===== src/rtl/serial_add_ctrl_pkg.sv =====
// Shared types and constants for the bit-serial adder/subtractor controller.
package serial_add_ctrl_pkg;

  localparam int unsigned DEFAULT_WIDTH = 8;

  localparam logic MODE_ADD = 1'b0;
  localparam logic MODE_SUB = 1'b1;

  typedef enum logic [1:0] {
    IDLE = 2'd0,
    RUN  = 2'd1,
    FIN  = 2'd2
  } state_e;

endpackage


===== src/rtl/serial_add_ctrl_if.sv =====
// Request/result bundle between a requester (master) and the serial adder (slave).
interface serial_add_ctrl_if
  import serial_add_ctrl_pkg::*;
#(
  parameter int unsigned WIDTH = DEFAULT_WIDTH
);

  logic             start;
  logic             sub;
  logic             ci;
  logic [WIDTH-1:0] a;
  logic [WIDTH-1:0] b;
  logic             busy;
  logic             done;
  logic [WIDTH-1:0] sum;
  logic             co;
  logic             ovf;

  modport master (
    output start, sub, ci, a, b,
    input  busy, done, sum, co, ovf
  );

  modport slave (
    input  start, sub, ci, a, b,
    output busy, done, sum, co, ovf
  );

endinterface


===== src/rtl/serial_add_ctrl_fa_cell.sv =====
// Single 1-bit full adder shared by every bit position of the serial datapath.
module fa_cell (
  output logic s,
  output logic co,
  input  logic a,
  input  logic b,
  input  logic ci
);

  always_comb begin
    s  = a ^ b ^ ci;
    co = (a & b) | (a & ci) | (b & ci);
  end

endmodule


===== src/rtl/serial_add_ctrl.sv =====
// Bit-serial add/subtract controller: one full-adder cell stepped over WIDTH cycles.
module serial_add_ctrl
  import serial_add_ctrl_pkg::*;
#(
  parameter  int unsigned WIDTH = DEFAULT_WIDTH,
  localparam int unsigned CNT_W = $clog2(WIDTH + 1)
) (
  input  logic              clk,
  input  logic              rst,
  serial_add_ctrl_if.slave  bus
);

  state_e           state_q, state_d;
  logic [WIDTH-1:0] opa_q, opa_d;
  logic [WIDTH-1:0] opb_q, opb_d;
  logic [WIDTH-1:0] acc_q, acc_d;
  logic [WIDTH-1:0] sum_q, sum_d;
  logic             carry_q, carry_d;
  logic             co_q, co_d;
  logic             ovf_q, ovf_d;
  logic [CNT_W-1:0] cnt_q, cnt_d;

  logic cell_s;
  logic cell_co;
  logic last_bit;

  fa_cell u_fa (
    .s  (cell_s),
    .co (cell_co),
    .a  (opa_q[0]),
    .b  (opb_q[0]),
    .ci (carry_q)
  );

  assign last_bit = (cnt_q == CNT_W'(WIDTH - 1));

  always_ff @(posedge clk) begin
    if (rst) begin
      state_q <= IDLE;
    end else begin
      state_q <= state_d;
    end
  end

  always_comb begin
    state_d = state_q;
    case (state_q)
      IDLE:    if (bus.start) state_d = RUN;
      RUN:     if (last_bit)  state_d = FIN;
      FIN:     state_d = IDLE;
      default: state_d = IDLE;
    endcase
  end

  always_comb begin
    bus.busy = (state_q == RUN);
    bus.done = (state_q == FIN);
    bus.sum  = sum_q;
    bus.co   = co_q;
    bus.ovf  = ovf_q;
  end

  // The result registers load on the edge into FIN so they are already valid
  // while done is high; carry_q at that point is the carry into the MSB.
  always_comb begin
    opa_d   = opa_q;
    opb_d   = opb_q;
    acc_d   = acc_q;
    carry_d = carry_q;
    cnt_d   = cnt_q;
    sum_d   = sum_q;
    co_d    = co_q;
    ovf_d   = ovf_q;
    case (state_q)
      IDLE: begin
        if (bus.start) begin
          opa_d   = bus.a;
          opb_d   = (bus.sub == MODE_SUB) ? ~bus.b : bus.b;
          carry_d = (bus.sub == MODE_ADD) ? bus.ci : 1'b1;
          acc_d   = '0;
          cnt_d   = '0;
        end
      end
      RUN: begin
        opa_d   = opa_q >> 1;
        opb_d   = opb_q >> 1;
        acc_d   = {cell_s, acc_q[WIDTH-1:1]};
        carry_d = cell_co;
        cnt_d   = cnt_q + CNT_W'(1);
        if (last_bit) begin
          sum_d = {cell_s, acc_q[WIDTH-1:1]};
          co_d  = cell_co;
          ovf_d = carry_q ^ cell_co;
        end
      end
      default: ;
    endcase
  end

  always_ff @(posedge clk) begin
    if (rst) begin
      opa_q   <= '0;
      opb_q   <= '0;
      acc_q   <= '0;
      carry_q <= 1'b0;
      cnt_q   <= '0;
      sum_q   <= '0;
      co_q    <= 1'b0;
      ovf_q   <= 1'b0;
    end else begin
      opa_q   <= opa_d;
      opb_q   <= opb_d;
      acc_q   <= acc_d;
      carry_q <= carry_d;
      cnt_q   <= cnt_d;
      sum_q   <= sum_d;
      co_q    <= co_d;
      ovf_q   <= ovf_d;
    end
  end

endmodule


===== src/flat_wrapper.sv =====
// flat-port wrapper written by rule: the top's interface ports become plain ports
module serial_add_ctrl_flat import serial_add_ctrl_pkg::*;
#(
  parameter  int unsigned WIDTH = DEFAULT_WIDTH,
  localparam int unsigned CNT_W = $clog2(WIDTH + 1)
)
  (clk, rst, bus_start, bus_sub, bus_ci, bus_a, bus_b, bus_busy, bus_done, bus_sum, bus_co, bus_ovf);
  serial_add_ctrl_if #(.WIDTH(WIDTH)) bus_i ();
  input  logic clk;
  input  logic rst;
  input wire logic [$bits(bus_i.start)-1:0] bus_start;
  input wire logic [$bits(bus_i.sub)-1:0] bus_sub;
  input wire logic [$bits(bus_i.ci)-1:0] bus_ci;
  input wire logic [$bits(bus_i.a)-1:0] bus_a;
  input wire logic [$bits(bus_i.b)-1:0] bus_b;
  output wire logic [$bits(bus_i.busy)-1:0] bus_busy;
  output wire logic [$bits(bus_i.done)-1:0] bus_done;
  output wire logic [$bits(bus_i.sum)-1:0] bus_sum;
  output wire logic [$bits(bus_i.co)-1:0] bus_co;
  output wire logic [$bits(bus_i.ovf)-1:0] bus_ovf;
  assign bus_i.start = bus_start;
  assign bus_i.sub = bus_sub;
  assign bus_i.ci = bus_ci;
  assign bus_i.a = bus_a;
  assign bus_i.b = bus_b;
  assign bus_busy = bus_i.busy;
  assign bus_done = bus_i.done;
  assign bus_sum = bus_i.sum;
  assign bus_co = bus_i.co;
  assign bus_ovf = bus_i.ovf;
  serial_add_ctrl #(.WIDTH(WIDTH)) u_core (.clk(clk), .rst(rst), .bus(bus_i));
endmodule

===== config.mk =====
export PLATFORM = sky130hd
export DESIGN_NAME = serial_add_ctrl_flat
export DESIGN_NICKNAME = d
export VERILOG_FILES = /design/src/rtl/serial_add_ctrl_pkg.sv /design/src/rtl/serial_add_ctrl_if.sv /design/src/rtl/serial_add_ctrl_fa_cell.sv /design/src/rtl/serial_add_ctrl.sv /design/src/flat_wrapper.sv
export SDC_FILE = /design/constraint.sdc
export NUM_CORES = 1
export LEC_CHECK = 0
export ABC_CLOCK_PERIOD_IN_PS = 1800
export BUFFER_PORTS_ARGS = -buffer_cell sky130_fd_sc_hd__buf_4
export CORE_ASPECT_RATIO = 0.75
export CORE_MARGIN = 2
export CORE_UTILIZATION = 45
export DETAILED_ROUTE_END_ITERATION = 10
export PLACE_DENSITY = 0.67
export SLEW_MARGIN = 10
export SYNTH_ARGS = -nofsm -noshare
export SYNTH_HDL_FRONTEND = slang
export SYNTH_HIERARCHICAL = 1
export SYNTH_SLANG_ARGS = --single-unit

===== constraint.sdc =====
create_clock -name clk -period 1.8 [get_ports clk]
set_clock_uncertainty 0.05 [all_clocks]
set_input_delay 0.18 -clock clk [delete_from_list [all_inputs] [get_ports clk]]
set_output_delay 0.18 -clock clk [all_outputs]
set_load 0.05 [all_outputs]

---- After elaboration in Yosys (flattened, before gate mapping) ----
Cells that the tools add are included.
storage, ports and cells
  flip-flop bits (word level) ............. 41
  input port bits ......................... 21
  logic and storage cells ................. 44
operators by class
  add/subtract/negate cells ............... 1
  muxes and demuxes ....................... 15
  reduce and logical (&&, ||, !) cells .... 5
  bitwise gates (word level) .............. 9
  equal/unequal tests ..................... 5
operators with widths
  cell                 number
  $pmux 8 s2           3
  $mux 8               4
  $not 8->8            1
  $pmux 4 s2           1
  $reduce_and 2->1     3
  $add 4x1->4 const B  1
  $eq 4x3->1 const B   1
  $mux 2               2
  $mux 4               1
  $pmux 2 s2           1
  $and 1x1->1          3
  $xor 1x1->1          3
  $eq 2x1->1 const B   1
  $eq 2x2->1 const B   1
  $logic_not 2->1      1
  $mux 1               2
  $ne 2x1->1 const B   1
  $ne 2x2->1 const B   1
  $or 1x1->1           2
  $pmux 1 s2           1
  $reduce_bool 2->1    1

---- Depth between registers and ports, before layout ----
  depth after elaboration ................. 4
  depth in mapped cells ................... 5
  mapped depth without buffers ............ 4

---- Cells and area by module ----
The synthesis kept the hierarchy.
by module, submodules not included
  module           instances  sequential area each (µm²)  cells each  area an instance (µm²)
  serial_add_ctrl  1          800.8                       174         1620.3
  fa_cell          1          0.0                         1           20.0

---- Worst setup path after synthesis ----
Ideal clock, no wire load.
  path kind ............................... register to output
  start point ............................. register u_core.state_q[1]
  end point ............................... output port bus_done
  stages on the path, launching flop included .. 3
  slack ................................... 413 ps
  path buffers ............................ 0
  data arrival time ....................... 1157 ps
  path through ............................ dfxtp_1 > inv_1 > nor2_1
between the ends
  longest elaborated chain between the ends .. 1
RTL lines
  what                    RTL line               source
  from (decl)             serial_add_ctrl.sv:13  state_e state_q, state_d;
  from (signal assigned)  serial_add_ctrl.sv:41  state_q <= state_d;
  $eq 2x2->1              serial_add_ctrl.sv:57  bus.done = (state_q == FIN);
  to (decl)               flat_wrapper.sv:17     output wire logic [$bits(bus_i.done)-1:0] bus_done;
Every way passes these cells.

---- Worst setup path in the final report ----
  start point ............................. register u_core.state_q[0]
  end point ............................... output port bus_busy
between the ends
  longest elaborated chain between the ends .. 1
RTL lines
  what        RTL line               source
  $eq 2x1->1  serial_add_ctrl.sv:56  bus.busy = (state_q == RUN);
  to (decl)   flat_wrapper.sv:16     output wire logic [$bits(bus_i.busy)-1:0] bus_busy;
Every way passes these cells.

==> key figures <==
Logic synthesis
  – Post-synthesis xor/xnor area fraction: 4.81%
  – Synth Area in Compound Gates: 26.0%
  – Post-synth EDFFs: 0
  – Syn Area/Cell: 9.37 sq um
  – Synth Flop Type: dfxtp_1
  – Simple-gate share of the synthesized area: 13.3%
  – Sequential area share after synthesis: 48.8%
  – Adder-cell share of the synthesized area: 1.98%
  – Largest family of logic cells by synthesized area: compound AO/OA/AOI/OAI gates
  – Yosys reg bits: 40
  – Post-synth cell types: 36
  – Syn nets: 198
  – Synthesis Warnings: 6
  – Ys async rst share: 0%
  – Syn Inst Count: 175
  – Mux share of post-synthesis cell area: 0.610%
  – Synthesized area: 1640 sq um

STA
  – Max Fclk: 0.618 GHz
  – Final Hold Fails: 0
  – Fin Setup TNS: 0 ns
  – Worst slew pin tran: 0.500 ns
  – Unrepaired setup endpoints after global routing: false
  – Number of max-slew violations in the final report: 0
  – Final Cycle Share: 89.8%
  – Slew headroom: 66.6%
  – Minimum clock period after layout: 1.62 ns
  – Final setup violation count: 0

Placement
  – I/O Buffers: 32
  – Post-DP HPWL: 2.76 mm
  – Number of instances in the placed design: 242
  – GP Congestion: 0.821

Global routing
  – Global route total overflow: 0
  – First-pass GRT wire length: 6.48 mm
  – Number of global-route vias before repair: 1360
  – M3 GR Usage: 5.21%
  – Global routing's busiest layer: met1
  – M1 GR Usage: 30.1%
  – Largest net degree at the start of global routing: 25
  – Gr usage total: 20.4%
  – Grt met2 use: 27.9%
  – Initial antenna violation count: 0

Floorplanning
  – Starting Density: 48.6%
  – Core box area: 3380 sq um
  – I/O pins: 33
  – Rows: 18
  – Die Area: 4150 sq um
  – Die height: 56.3 microns
  – Die Width: 73.7 microns

Route
  – DR DRC count: 0
  – DRT iter0 DRCs: 112
  – Final ANT Viol Nets: 0
  – Vias per cell: 5.82
  – Final WL: 3.86 mm
  – DR pass1 iterations: 4
  – Via count: 1456
  – Routed WL per cell: 15.4 microns

Clock network
  – # H-tree levels: 2
  – Hold_buf cts: 0
  – Clk_lat worst skew: 0.30 ns
  – CTS tree: built
  – CTS Buf Count: 5
  – Clk sink count: 40
  – Clk root buf: clkbuf_8
  – Post-CTS sizing: 0
  – Postcts setup bufs: 0
  – Longest Clk Path Bufs: 2
  – Clock-pin slew on the worst setup and hold paths: 0.07 ns

Worst setup path
  – Critical path class: flip-flop to primary output
  – CP Data Arrival Time: 1.39 ns
  – Worst-path fanout max: 17
  – Worst R2R Path Depth: 4
  – Startpoint Class: flip-flop
  – CP endpoint kind: primary output
  – Worst endpoint required time: 1.57 ns

Layout
  – Nets@finish: 232
  – Syn-to-layout area delta: 23.6%
  – Fillers: 305
  – Share of cells above drive strength 1: 23.3%
  – Final cell count without fillers: 250
  – Diodes inserted: 0

Power and ir drop
  – Clock power frac: 36.7%
  – Seq pwr share: 49.9%
  – LEAKAGE: 0.796 nW
  – PD cells: 955 nW/um^2
  – VDD IR max: 0.495 mV
  – Internal power: 1.46 mW
  – Power share of the combinational group: 13.4%
  – P_sw: 0.478 mW
  – Switching Share: 24.7%

Outcome
  – Status: finished, final reports clean

Min path
  – Hold crit path type: input pin to flip-flop
  – Hold path depth: 2

Flow run
  – Max-cap violation count: 0
==> cells by family (layout without fill, tap and decap cells) <==
kind of cell             after synthesis  after routing
AO/OA/AOI/OAI                         65             65
XOR/XNOR                               9              9
adder cells (fa/ha/maj)                2              2
buffers and inverters                 16             51
flip-flops                            40             40
multiplexers                           1              1
AND/OR/NAND/NOR                       42             42
==> cells in the final DEF, fill, tap and decap left out, types with 2 or more instances in the layout <==
master and count:
inv_2 2, nand2_1 2, a221o_1 4, o2bb2ai_1 5, nand3b_1 3, nand2b_1 2
o21ai_0 16, nor4_1 2, inv_1 2, nand3_1 12, xnor2_1 9, clkbuf_8 5
o22ai_1 5, dfxtp_1 40, a22oi_1 3, a22o_1 9, nor2_1 14, a21oi_1 18
buf_4 38
==> cell type report <==
cell class	instances	area [sq um]	share of cell area [%]
Clock buffer	6	72.6	3.58
Multi-Input combinational cell	119	766	37.8
Clock inverter	2	35.0	1.73
Inverter	5	18.8	0.925
Sequential cell	40	801	39.5
Tap cell	40	50.0	2.47
Timing Repair Buffer	38	285	14.1
==> synthesized netlist by cell type, drive strengths merged, types with 2 or more instances <==
master / n / area share (%)
nand2: 2 / 0.46
nand3: 12 / 3.7
xnor2: 9 / 4.8
inv: 4 / 0.92
nand3b: 3 / 1.4
o21ai: 16 / 4.9
o22ai: 5 / 1.9
a21oi: 18 / 5.5
dfxtp: 40 / 49
buf: 9 / 2.9
a221o: 4 / 2.4
nor2: 15 / 3.6
nor4: 2 / 0.76
a22oi: 3 / 1.4
a22o: 9 / 4.8
o2bb2ai: 5 / 2.7
nand2b: 2 / 0.76
clkbuf: 2 / 0.46
==> routing by layer <==
layer / vias to the layer above / routed length, microns
li1: 715 / -
met1: 697 / 1930
met2: 36 / 1690
met3: 8 / 175
met4: 0 / 70
met5: - / 0
==> sequential cells by signal, summed over array words and instances (netlist names) <==
register,count
u_core/cnt_q,4
u_core/opa_q,8
u_core/carry_q,1
u_core/opb_q,8
u_core/bus.co,1
u_core/bus.sum,8
u_core/state_q,2
u_core/bus.ovf,1
u_core/acc_q,7
==> path summary, 6_finish.rpt <==
path                           from                 to  slack [ns]
hold / removal             bus_a[7]    u_core/opa_q[7]        0.04
setup reg to reg    u_core/cnt_q[0]  u_core/bus.sum[2]        0.30
setup / recovery  u_core/state_q[0]           bus_busy        0.18
hold reg to reg     u_core/opb_q[7]    u_core/opb_q[7]        0.41
==> power groups by stage <==
| stage | Clock [mW] | Combinational [mW] | Sequential (mW) |
|---|---|---|---|
| finish | 0.711 | 0.259 | 0.966 |
| global placement | 0 | 0.249 | 0.983 |
| global route | 0.756 | 0.288 | 0.971 |
| floorplan | 0 | 0.175 | 0.974 |
| detailed placement | 0 | 0.256 | 0.985 |
| CTS | 0.725 | 0.258 | 0.965 |
==> critical path, cell delays in order, from the launching register on <==
cell and delay, ns:
dfxtp_1 0.43, nand2b_1 0.15, inv_2 0.26, buf_4 0.26
==> stage by stage <==
stage,setup slack [ns],utilization (%),hold slack (ns),instance area [sq um],power (mW)
after global routing,0.0770,60.0,0.0450,2030,2.01
after detailed placement,0.336,56.9,0.345,1920,1.24
after floorplan,0.413,-,0.256,1640,1.15
final,0.183,60.0,0.0438,2030,1.94
after global placement,0.400,56.9,0.348,1920,1.23
after CTS,0.181,60.0,0.0391,2030,1.95
(Power assumes the default switching activity.)
